--- config.mk ---
export PLATFORM = sky130hd
export DESIGN_NAME = digit_scan_controller
export DESIGN_NICKNAME = d
export VERILOG_FILES = /design/src/rtl/digit_scan_controller.sv
export SDC_FILE = /design/constraint.sdc
export NUM_CORES = 1
export LEC_CHECK = 0
export CAP_MARGIN = 20
export CORE_MARGIN = 2
export CORE_UTILIZATION = 52
export DETAILED_ROUTE_END_ITERATION = 6
export PLACE_DENSITY_LB_ADDON = 0.05
export SLEW_MARGIN = 30
export SYNTH_ARGS = -nofsm -noshare
export SYNTH_HDL_FRONTEND = slang
export SYNTH_SLANG_ARGS = --single-unit
--- constraint.sdc ---
create_clock -name clk -period 2.6 [get_ports clk]
set_input_delay 0.26 -clock clk [delete_from_list [all_inputs] [get_ports clk]]
set_output_delay 0.26 -clock clk [all_outputs]
set_load 0.03 [all_outputs]
--- src/rtl/digit_scan_controller.sv ---
// -----------------------------------------------------------------------------
// digit_scan_controller
//
// Time-multiplexed seven-segment display scanner. A snapshot of the packed
// digit values and the blanking mask is captured at the start of every frame.
// The scanner then steps through the digits, one slot per REFRESH_DIV clocks.
// For each slot it drives a one-hot digit select and the matching digit value.
//
// Optional feature macro: LEADING_ZERO_BLANK_EN
//   When defined, leading zero digits (from the most significant digit down to
//   the first nonzero one) are also blanked. Digit 0 is never suppressed.
//   The suppression mask is captured together with the snapshot.
//
// Ports:
//   clk        in   system clock, rising-edge active
//   reset      in   synchronous active-high reset
//   enable     in   1 = scan the display, 0 = display off
//   digits_in  in   NUM_DIGITS*DIGIT_W packed digit values, digit 0 in the LSBs
//   blank_mask in   per-digit force-dark mask
//   selector   out  one-hot select of the active digit, or all zeros
//   digit_out  out  value of the active digit (0 when dark)
//   digit_idx  out  index of the current slot
//   frame_done out  one-cycle pulse in the first cycle after a frame wrap
// -----------------------------------------------------------------------------
module digit_scan_controller #(
    parameter int NUM_DIGITS  = 4,
    parameter int DIGIT_W     = 4,
    parameter int REFRESH_DIV = 4,
    parameter int IDX_W       = $clog2(NUM_DIGITS)
) (
    input  logic                          clk,
    input  logic                          reset,
    input  logic                          enable,
    input  logic [NUM_DIGITS*DIGIT_W-1:0] digits_in,
    input  logic [NUM_DIGITS-1:0]         blank_mask,
    output logic [NUM_DIGITS-1:0]         selector,
    output logic [DIGIT_W-1:0]            digit_out,
    output logic [IDX_W-1:0]              digit_idx,
    output logic                          frame_done
);

    localparam int CNT_W = (REFRESH_DIV > 1) ? $clog2(REFRESH_DIV) : 1;

    typedef enum logic {
        IDLE = 1'b0,
        SCAN = 1'b1
    } state_t;

    state_t                        state_q, state_d;
    logic [CNT_W-1:0]              cnt_q, cnt_d;
    logic [IDX_W-1:0]              idx_q, idx_d;
    logic                          frame_done_q, frame_done_d;
    logic [NUM_DIGITS*DIGIT_W-1:0] snap_digits_q;
    logic [NUM_DIGITS-1:0]         snap_blank_q;
    logic                          load_snap;
    logic                          tick;
    logic                          last_digit;
    logic                          blanked;

    assign tick       = (cnt_q == CNT_W'(REFRESH_DIV - 1));
    assign last_digit = (idx_q == IDX_W'(NUM_DIGITS - 1));

    // ---------------- FSM: state register ----------------
    always_ff @(posedge clk) begin
        if (reset) begin
            state_q <= IDLE;
        end else begin
            state_q <= state_d;
        end
    end

    // ---------------- FSM: next-state logic ----------------
    always_comb begin
        state_d = state_q;
        case (state_q)
            IDLE:    if (enable)  state_d = SCAN;
            SCAN:    if (!enable) state_d = IDLE;
            default: state_d = IDLE;
        endcase
    end

    // ---------------- Datapath next-state ----------------
    // Dropping enable wins over a pending tick: counters clear, no wrap pulse
    // and no snapshot reload happen on the way to IDLE.
    always_comb begin
        cnt_d        = '0;
        idx_d        = '0;
        frame_done_d = 1'b0;
        load_snap    = 1'b0;
        case (state_q)
            IDLE: begin
                load_snap = enable;
            end
            SCAN: begin
                if (enable) begin
                    if (tick) begin
                        cnt_d = '0;
                        if (last_digit) begin
                            idx_d        = '0;
                            frame_done_d = 1'b1;
                            load_snap    = 1'b1;
                        end else begin
                            idx_d = idx_q + IDX_W'(1);
                        end
                    end else begin
                        cnt_d = cnt_q + CNT_W'(1);
                        idx_d = idx_q;
                    end
                end
            end
            default: ;
        endcase
    end

    always_ff @(posedge clk) begin
        if (reset) begin
            cnt_q         <= '0;
            idx_q         <= '0;
            frame_done_q  <= 1'b0;
            snap_digits_q <= '0;
            snap_blank_q  <= '0;
        end else begin
            cnt_q        <= cnt_d;
            idx_q        <= idx_d;
            frame_done_q <= frame_done_d;
            if (load_snap) begin
                snap_digits_q <= digits_in;
                snap_blank_q  <= blank_mask;
            end
        end
    end

`ifdef LEADING_ZERO_BLANK_EN
    // Per-digit zero detect on the live inputs, evaluated at snapshot load.
    logic [NUM_DIGITS-1:0] digit_zero;
    logic [NUM_DIGITS-1:0] lz_d, lz_q;
    logic                  lz_run;

    for (genvar gi = 0; gi < NUM_DIGITS; gi++) begin : g_zero
        assign digit_zero[gi] = (digits_in[gi*DIGIT_W +: DIGIT_W] == '0);
    end

    // Suppression runs downward from the top digit and stops at the first
    // nonzero digit; digit 0 always stays visible.
    always_comb begin
        lz_d   = '0;
        lz_run = 1'b1;
        for (int i = NUM_DIGITS - 1; i >= 1; i--) begin
            lz_run  = lz_run & digit_zero[i];
            lz_d[i] = lz_run;
        end
    end

    always_ff @(posedge clk) begin
        if (reset) begin
            lz_q <= '0;
        end else if (load_snap) begin
            lz_q <= lz_d;
        end
    end

    assign blanked = snap_blank_q[idx_q] | lz_q[idx_q];
`else
    assign blanked = snap_blank_q[idx_q];
`endif

    // ---------------- FSM: output decode ----------------
    always_comb begin
        selector  = '0;
        digit_out = '0;
        if (state_q == SCAN && !blanked) begin
            selector  = NUM_DIGITS'(1) << idx_q;
            digit_out = snap_digits_q[idx_q*DIGIT_W +: DIGIT_W];
        end
    end

    assign digit_idx  = idx_q;
    assign frame_done = frame_done_q;

endmodule

==> results.json, run 1 <==
{
  "status": "finished clean",
  "seq_power_share_pct": 57.6,
  "final_cell_mix": "40 x nand2b_1, 31 x clkdlybuf4s50_1, 25 x dfxtp_1",
  "num_vias": 950,
  "cp.required_ps": 2340,
  "synth_cell_types": 19,
  "ys_top_cells_by_area": "dfxtp_1 39%, nand2b_1 19%, mux2i_1 16%",
  "min_to": "cnt_q[0]$_SDFF_PP0_",
  "worstHoldStart": "cnt_q[0]$_SDFF_PP0_",
  "rrSetupSlack_ps": 710,
  "swShare_pct": 22.33,
  "layout_worst_path_cycle_share_pct": 96.10,
  "fillers": 190,
  "switchingPower_mw": 0.1666,
  "maxCapViolations": 0,
  "ys_seq_area_share_pct": 38.73,
  "worst_pin_slew_ps": 623.0,
  "die_area_sq_um": 3007,
  "drive_above_1_share_pct": 7.453,
  "grt_overflow": 0,
  "syn_to_final_growth_pct": 31.01,
  "cts_buffers": 3,
  "ant_nets": 0,
  "dp.final_hpwl_microns": 1709,
  "gp_congestion": 0.6931,
  "clkPwrFrac_pct": 26.8,
  "ys_seq_elements": 26,
  "grt_pass1_wl_microns": 3698,
  "cts_repair_resize_count": 0,
  "critPathKind": "register to output pin",
  "nNetsFinal": 190,
  "rr_endpoint": "snap_digits_q[5]$_SDFFE_PP0P_",
  "first_global_vias": 881,
  "hold_viol_final": 0,
  "io_pins": 34,
  "synth_area_per_cell_sq_um": 10.50,
  "fin_skew_ps": 6.504,
  "syn-instance-count": 128,
  "final_common_cell": "nand2b_1",
  "reg2reg_depth": 6,
  "drcViolationCount": 0,
  "drt_pass1_iterations": 2,
  "combinationalPowerShare_pct": 15.6,
  "post-route-min-period_ps": 2499,
  "post_cts_buffers": 0,
  "cts.root.buffer_cell": "clkbuf_4",
  "whs_path_depth": 1,
  "cp-start-kind": "register",
  "num_rows": 18,
  "clockBufferDepth": 2,
  "clk_latency_ps": 310,
  "ir_drop_uv": 369.9,
  "dieHeight_microns": 54.84,
  "setup_violations": 0,
  "p_leak_nw": 0.7306,
  "antenna_found_initial": 0,
  "ys_warn_count": 0,
  "cts_hold_buf": 0,
  "powerDensity_nw_per_um2": 423.8,
  "critPathCaptureType": "output pin",
  "cp_max_fo": 8,
  "p_int_mw": 0.5795,
  "initial_utilization_pct": 54.74,
  "wl_per_cell_microns": 11.98,
  "core_area_sq_um": 2455,
  "slew_viol_final": 0,
  "relSlewSlack_pct": 58.22,
  "arrival_ps": 2240,
  "hp-class": "register to register",
  "rsz0062_at_grt": "no",
  "io_buffer_count": 33,
  "finalWirelength_microns": 2289,
  "htreeDepth": 1,
  "worstReg2RegStart": "digit_idx[0]$_SDFFE_PP0N_",
  "antenna_cells": 0,
  "path_clk_slew_ps": 130,
  "netlist.area_leader.share_pct": 38.73,
  "cts_tree": "built",
  "fmax_ghz": 0.4002,
  "grt_max_degree": 24,
  "vias_per_cell": 4.974,
  "die_x_microns": 54.84,
  "drt_iter0_drc": 13,
  "holdWs_ps": 449.4,
  "synth_nets": 156,
  "multi_input_area_sq_um": 775.7,
  "setup_tns_ps": 0,
  "grtUsageTotal_pct": 17.15,
  "synth_largest_area_cell": "dfxtp_1",
  "clock-sinks": 26,
  "synthesis.area_sq_um": 1344,
  "regArea_sq_um": 521.8
}
flip-flops by register name, indices dropped and copies added (netlist names):
register       cells
snap_blank_q       4
frame_done         1
snap_digits_q     16
cnt_q              2
state_q            1
digit_idx          2
synth_stat cells:
master / n
nor3b_1: 2
ha_1: 5
mux4_2: 1
nand2_1: 2
nor3_1: 1
mux2i_1: 21
mux4_1: 4
inv_1: 3
nor2b_4: 1
buf_6: 1
and2_1: 8
a21oi_1: 1
clkbuf_1: 5
dfxtp_1: 26
nor2_1: 3
buf_2: 2
nor2b_1: 1
nand2b_1: 40
a21boi_1: 1
worst max-delay path by stage:
stage / startpoint / to / slack (ps) / cells after the start
detailed placement: digit_idx[1]$_SDFFE_PP0N_ / digit_out[1] / 400 / 4
finish: digit_idx[0]$_SDFFE_PP0N_ / digit_out[0] / 100 / 4
floorplan: digit_idx[0]$_SDFFE_PP0N_ / selector[0] / 640 / 4
global route: digit_idx[0]$_SDFFE_PP0N_ / selector[2] / 5 / 4
global placement: digit_idx[1]$_SDFFE_PP0N_ / digit_out[2] / 430 / 4
CTS: digit_idx[1]$_SDFFE_PP0N_ / digit_out[1] / 30 / 4
critical path, cell delays in order (launching register included):
cell and delay (ps):
dfxtp_1 370, mux4_2 530, nor2b_4 210, and2_1 150
clkdlybuf4s50_1 670
layer usage:
| layer | routed length (microns) | vias to the layer above | share of wire, % | GRT usage (%) |
|---|---|---|---|---|
| met5 | 0 | - | 0 | 0 |
| met2 | 1042 | 22 | 46 | 29.17 |
| met1 | 1101 | 433 | 48 | 21.83 |
| li1 | - | 493 | - | - |
| met3 | 129 | 2 | 5.6 | 2.459 |
| met4 | 15 | 0 | 0.66 | 6.250 |
cell type report:
type	instances	area share, %
Sequential cell	26	29.64
Inverter	3	0.6397
Tap cell	30	2.132
Timing Repair Buffer	37	21.46
Clock buffer	4	2.061
Multi-Input combinational cell	91	44.07
stage by stage:
stage               area [sq um]  std cells  util, %  total power, mW  worst slack, ps
floorplan                   1344        128        -           0.5018            639.2
global placement            1718        187    69.98           0.5528            433.1
detailed placement          1718        187    69.98           0.5561            400.7
CTS                         1754        191    71.46           0.7562            30.29
global route                1760        191    71.71           0.7799            4.949
finish                      1760        191    71.71           0.7461            101.4
power groups by stage:
| stage | Combinational, mW | Clock [mW] | Sequential [mW] |
|---|---|---|---|
| after floorplan | 0.0672 | 0 | 0.435 |
| after global placement | 0.115 | 0 | 0.438 |
| after detailed placement | 0.118 | 0 | 0.439 |
| after CTS | 0.118 | 0.208 | 0.430 |
| after global routing | 0.127 | 0.220 | 0.433 |
| final | 0.117 | 0.200 | 0.429 |
kinds of logic (layout without fill, tap and decap cells):
logic type	Yosys count	after routing	share of synthesized area [%]
AND/OR/NAND/NOR	58	58	26.72
buffers and inverters	11	44	3.818
flip-flops	26	26	38.73
adder cells (fa/ha/maj)	5	5	4.655
AO/OA/AOI/OAI	2	2	0.9309
multiplexers	26	26	25.14
No activity file was read; power rests on OpenSTA's default activity.
==> run 2: changes to the inputs <==
HOLD_SLACK_MARGIN = 0.02   (was unset)
SETUP_SLACK_MARGIN = 0.15   (was unset)
==> run 2 against run 1 <==
Net effect:
- critical path type unchanged
- global-route usage is 0.34 points higher
- sequential power barely moved
- total power fell by 0.21%
- largest cell class unchanged
- critical path depth is the same
- final cell count stayed put
- clock skew is essentially flat
- combinational power barely moved
- die area is the same
==> results.json, run 2 (synthesized netlist as in run 1, its figures left out) <==
{
  "io_pins": 34,
  "die_area_sq_um": 3007,
  "hold_viol_final": 0,
  "htreeDepth": 1,
  "hp-class": "register to register",
  "finalWirelength_microns": 2285,
  "whs_path_depth": 1,
  "clk_latency_ps": 310,
  "syn_to_final_growth_pct": 30.17,
  "drive_above_1_share_pct": 7.453,
  "nNetsFinal": 190,
  "worstHoldStart": "cnt_q[0]$_SDFF_PP0_",
  "gp_congestion": 0.6931,
  "critPathKind": "register to output pin",
  "largest_register_ff_count": 16,
  "cp_top_family": "multiplexers",
  "antenna_cells": 0,
  "setup_tns_ps": 0,
  "largest-register": "snap_digits_q",
  "relSlewSlack_pct": 58.25,
  "cp_max_fo": 8,
  "grt_max_degree": 24,
  "crit_path_max_incr_delay_ps": 530,
  "reg_top3": "snap_digits_q (16), snap_blank_q (4)",
  "clockBufferDepth": 2,
  "p_leak_nw": 0.7438,
  "rrSetupSlack_ps": 710,
  "num_rows": 18,
  "wl_per_cell_microns": 11.96,
  "path_buf_inv": 1,
  "first_global_vias": 895,
  "initial_utilization_pct": 54.74,
  "final_common_cell": "nand2b_1",
  "arrival_ps": 1990,
  "num_vias": 952,
  "instances_no_fill": 191,
  "crit_chain": "mux4_2 > nor2b_4 > and2_1 > dlygate4sd2_1",
  "cts.root.buffer_cell": "clkbuf_4",
  "fmax_ghz": 0.4444,
  "io_buffer_count": 33,
  "layout_worst_path_cycle_share_pct": 86.55,
  "maxCapViolations": 0,
  "post-route-min-period_ps": 2250,
  "path_clk_slew_ps": 130,
  "worstReg2RegStart": "digit_idx[0]$_SDFFE_PP0N_",
  "rr_endpoint": "snap_digits_q[5]$_SDFFE_PP0P_",
  "status": "finished clean",
  "cp-start-kind": "register",
  "cp.required_ps": 2340,
  "dieHeight_microns": 54.84,
  "vias_per_cell": 4.984,
  "die_x_microns": 54.84,
  "core_area_sq_um": 2455,
  "final_cell_mix": "40 x nand2b_1, 25 x dfxtp_1, 25 x clkdlybuf4s50_1",
  "post_cts_buffers": 0,
  "drt_pass1_iterations": 2,
  "rsz0062_at_grt": "no",
  "worst_pin_slew_ps": 622.6,
  "grtUsageTotal_pct": 17.50,
  "antenna_found_initial": 0,
  "drt_iter0_drc": 11,
  "cts_tree": "built",
  "slew_viol_final": 0,
  "finish.utilization_pct": 71.25,
  "dp.final_hpwl_microns": 1709,
  "crit_path_top_delay_cell": "mux4_2",
  "critPathCaptureType": "output pin",
  "powerDensity_nw_per_um2": 425.6,
  "setup_violations": 0,
  "ant_nets": 0,
  "grt_pass1_wl_microns": 3774,
  "grt_overflow": 0,
  "drcViolationCount": 0,
  "dp.cells": 187,
  "ir_drop_uv": 369.6,
  "min_to": "cnt_q[0]$_SDFF_PP0_",
  "cts_buffers": 3,
  "clock-sinks": 26,
  "reg2reg_depth": 6,
  "fin_skew_ps": 6.440
}
[run 2: layout make-up]
type,instances,area (sq um)
multi-input combinational,91,775.7
fill,197,705.7
sequential,26,521.8
timing repair buffer,37,366.6
tap,30,37.54
clock buffer,4,36.28
inverter,3,11.26
[run 2: report_power, final]
| part | total (mW) | switching, mW | leakage, nW | internal [mW] |
|---|---|---|---|---|
| Sequential | 0.429 | 0.0102 | 0.214 | 0.419 |
| Clock | 0.200 | 0.115 | 0.0210 | 0.0855 |
| Combinational | 0.115 | 0.0416 | 0.509 | 0.0734 |
| Total | 0.745 | 0.166 | 0.744 | 0.578 |
[run 2: stage by stage]
stage / power [mW] / instance area [sq um] / hold WS (ps) / setup slack, ps
2_1_floorplan: 0.5018 / 1344 / 343.1 / 639.2
3_3_place_gp: 0.5528 / 1718 / 413.4 / 433.1
3_5_place_dp: 0.5561 / 1718 / 434.3 / 400.7
4_1_cts: 0.7548 / 1747 / 453.2 / 94.90
5_1_grt: 0.7784 / 1749 / 474.7 / 250.2
6_report: 0.7445 / 1749 / 451.1 / 349.6
[run 2: what timing repair did]
action                                  4_1_cts  5_1_grt
hold buffers                                  0        0
endpoints found under the setup margin        8        1
gates resized for setup                       8        1
[run 2: how the worst max path moves through the flow]
stage | startpoint | endpoint | cells past startpoint
global placement | digit_idx[1]$_SDFFE_PP0N_ | digit_out[2] | 4
detailed placement | digit_idx[1]$_SDFFE_PP0N_ | digit_out[1] | 4
CTS | digit_idx[0]$_SDFFE_PP0N_ | digit_out[1] | 4
finish | digit_idx[0]$_SDFFE_PP0N_ | digit_out[3] | 4
floorplan | digit_idx[0]$_SDFFE_PP0N_ | selector[0] | 4
global route | digit_idx[0]$_SDFFE_PP0N_ | digit_out[3] | 4
[run 2: metal layers]
layer  wire (microns)  track usage, %  up-vias
met1             1095           22.34      434
li1                 -               -      494
met4               15           6.250        0
met3              131           2.459        2
met2             1042           29.76       22
met5                0               0        -
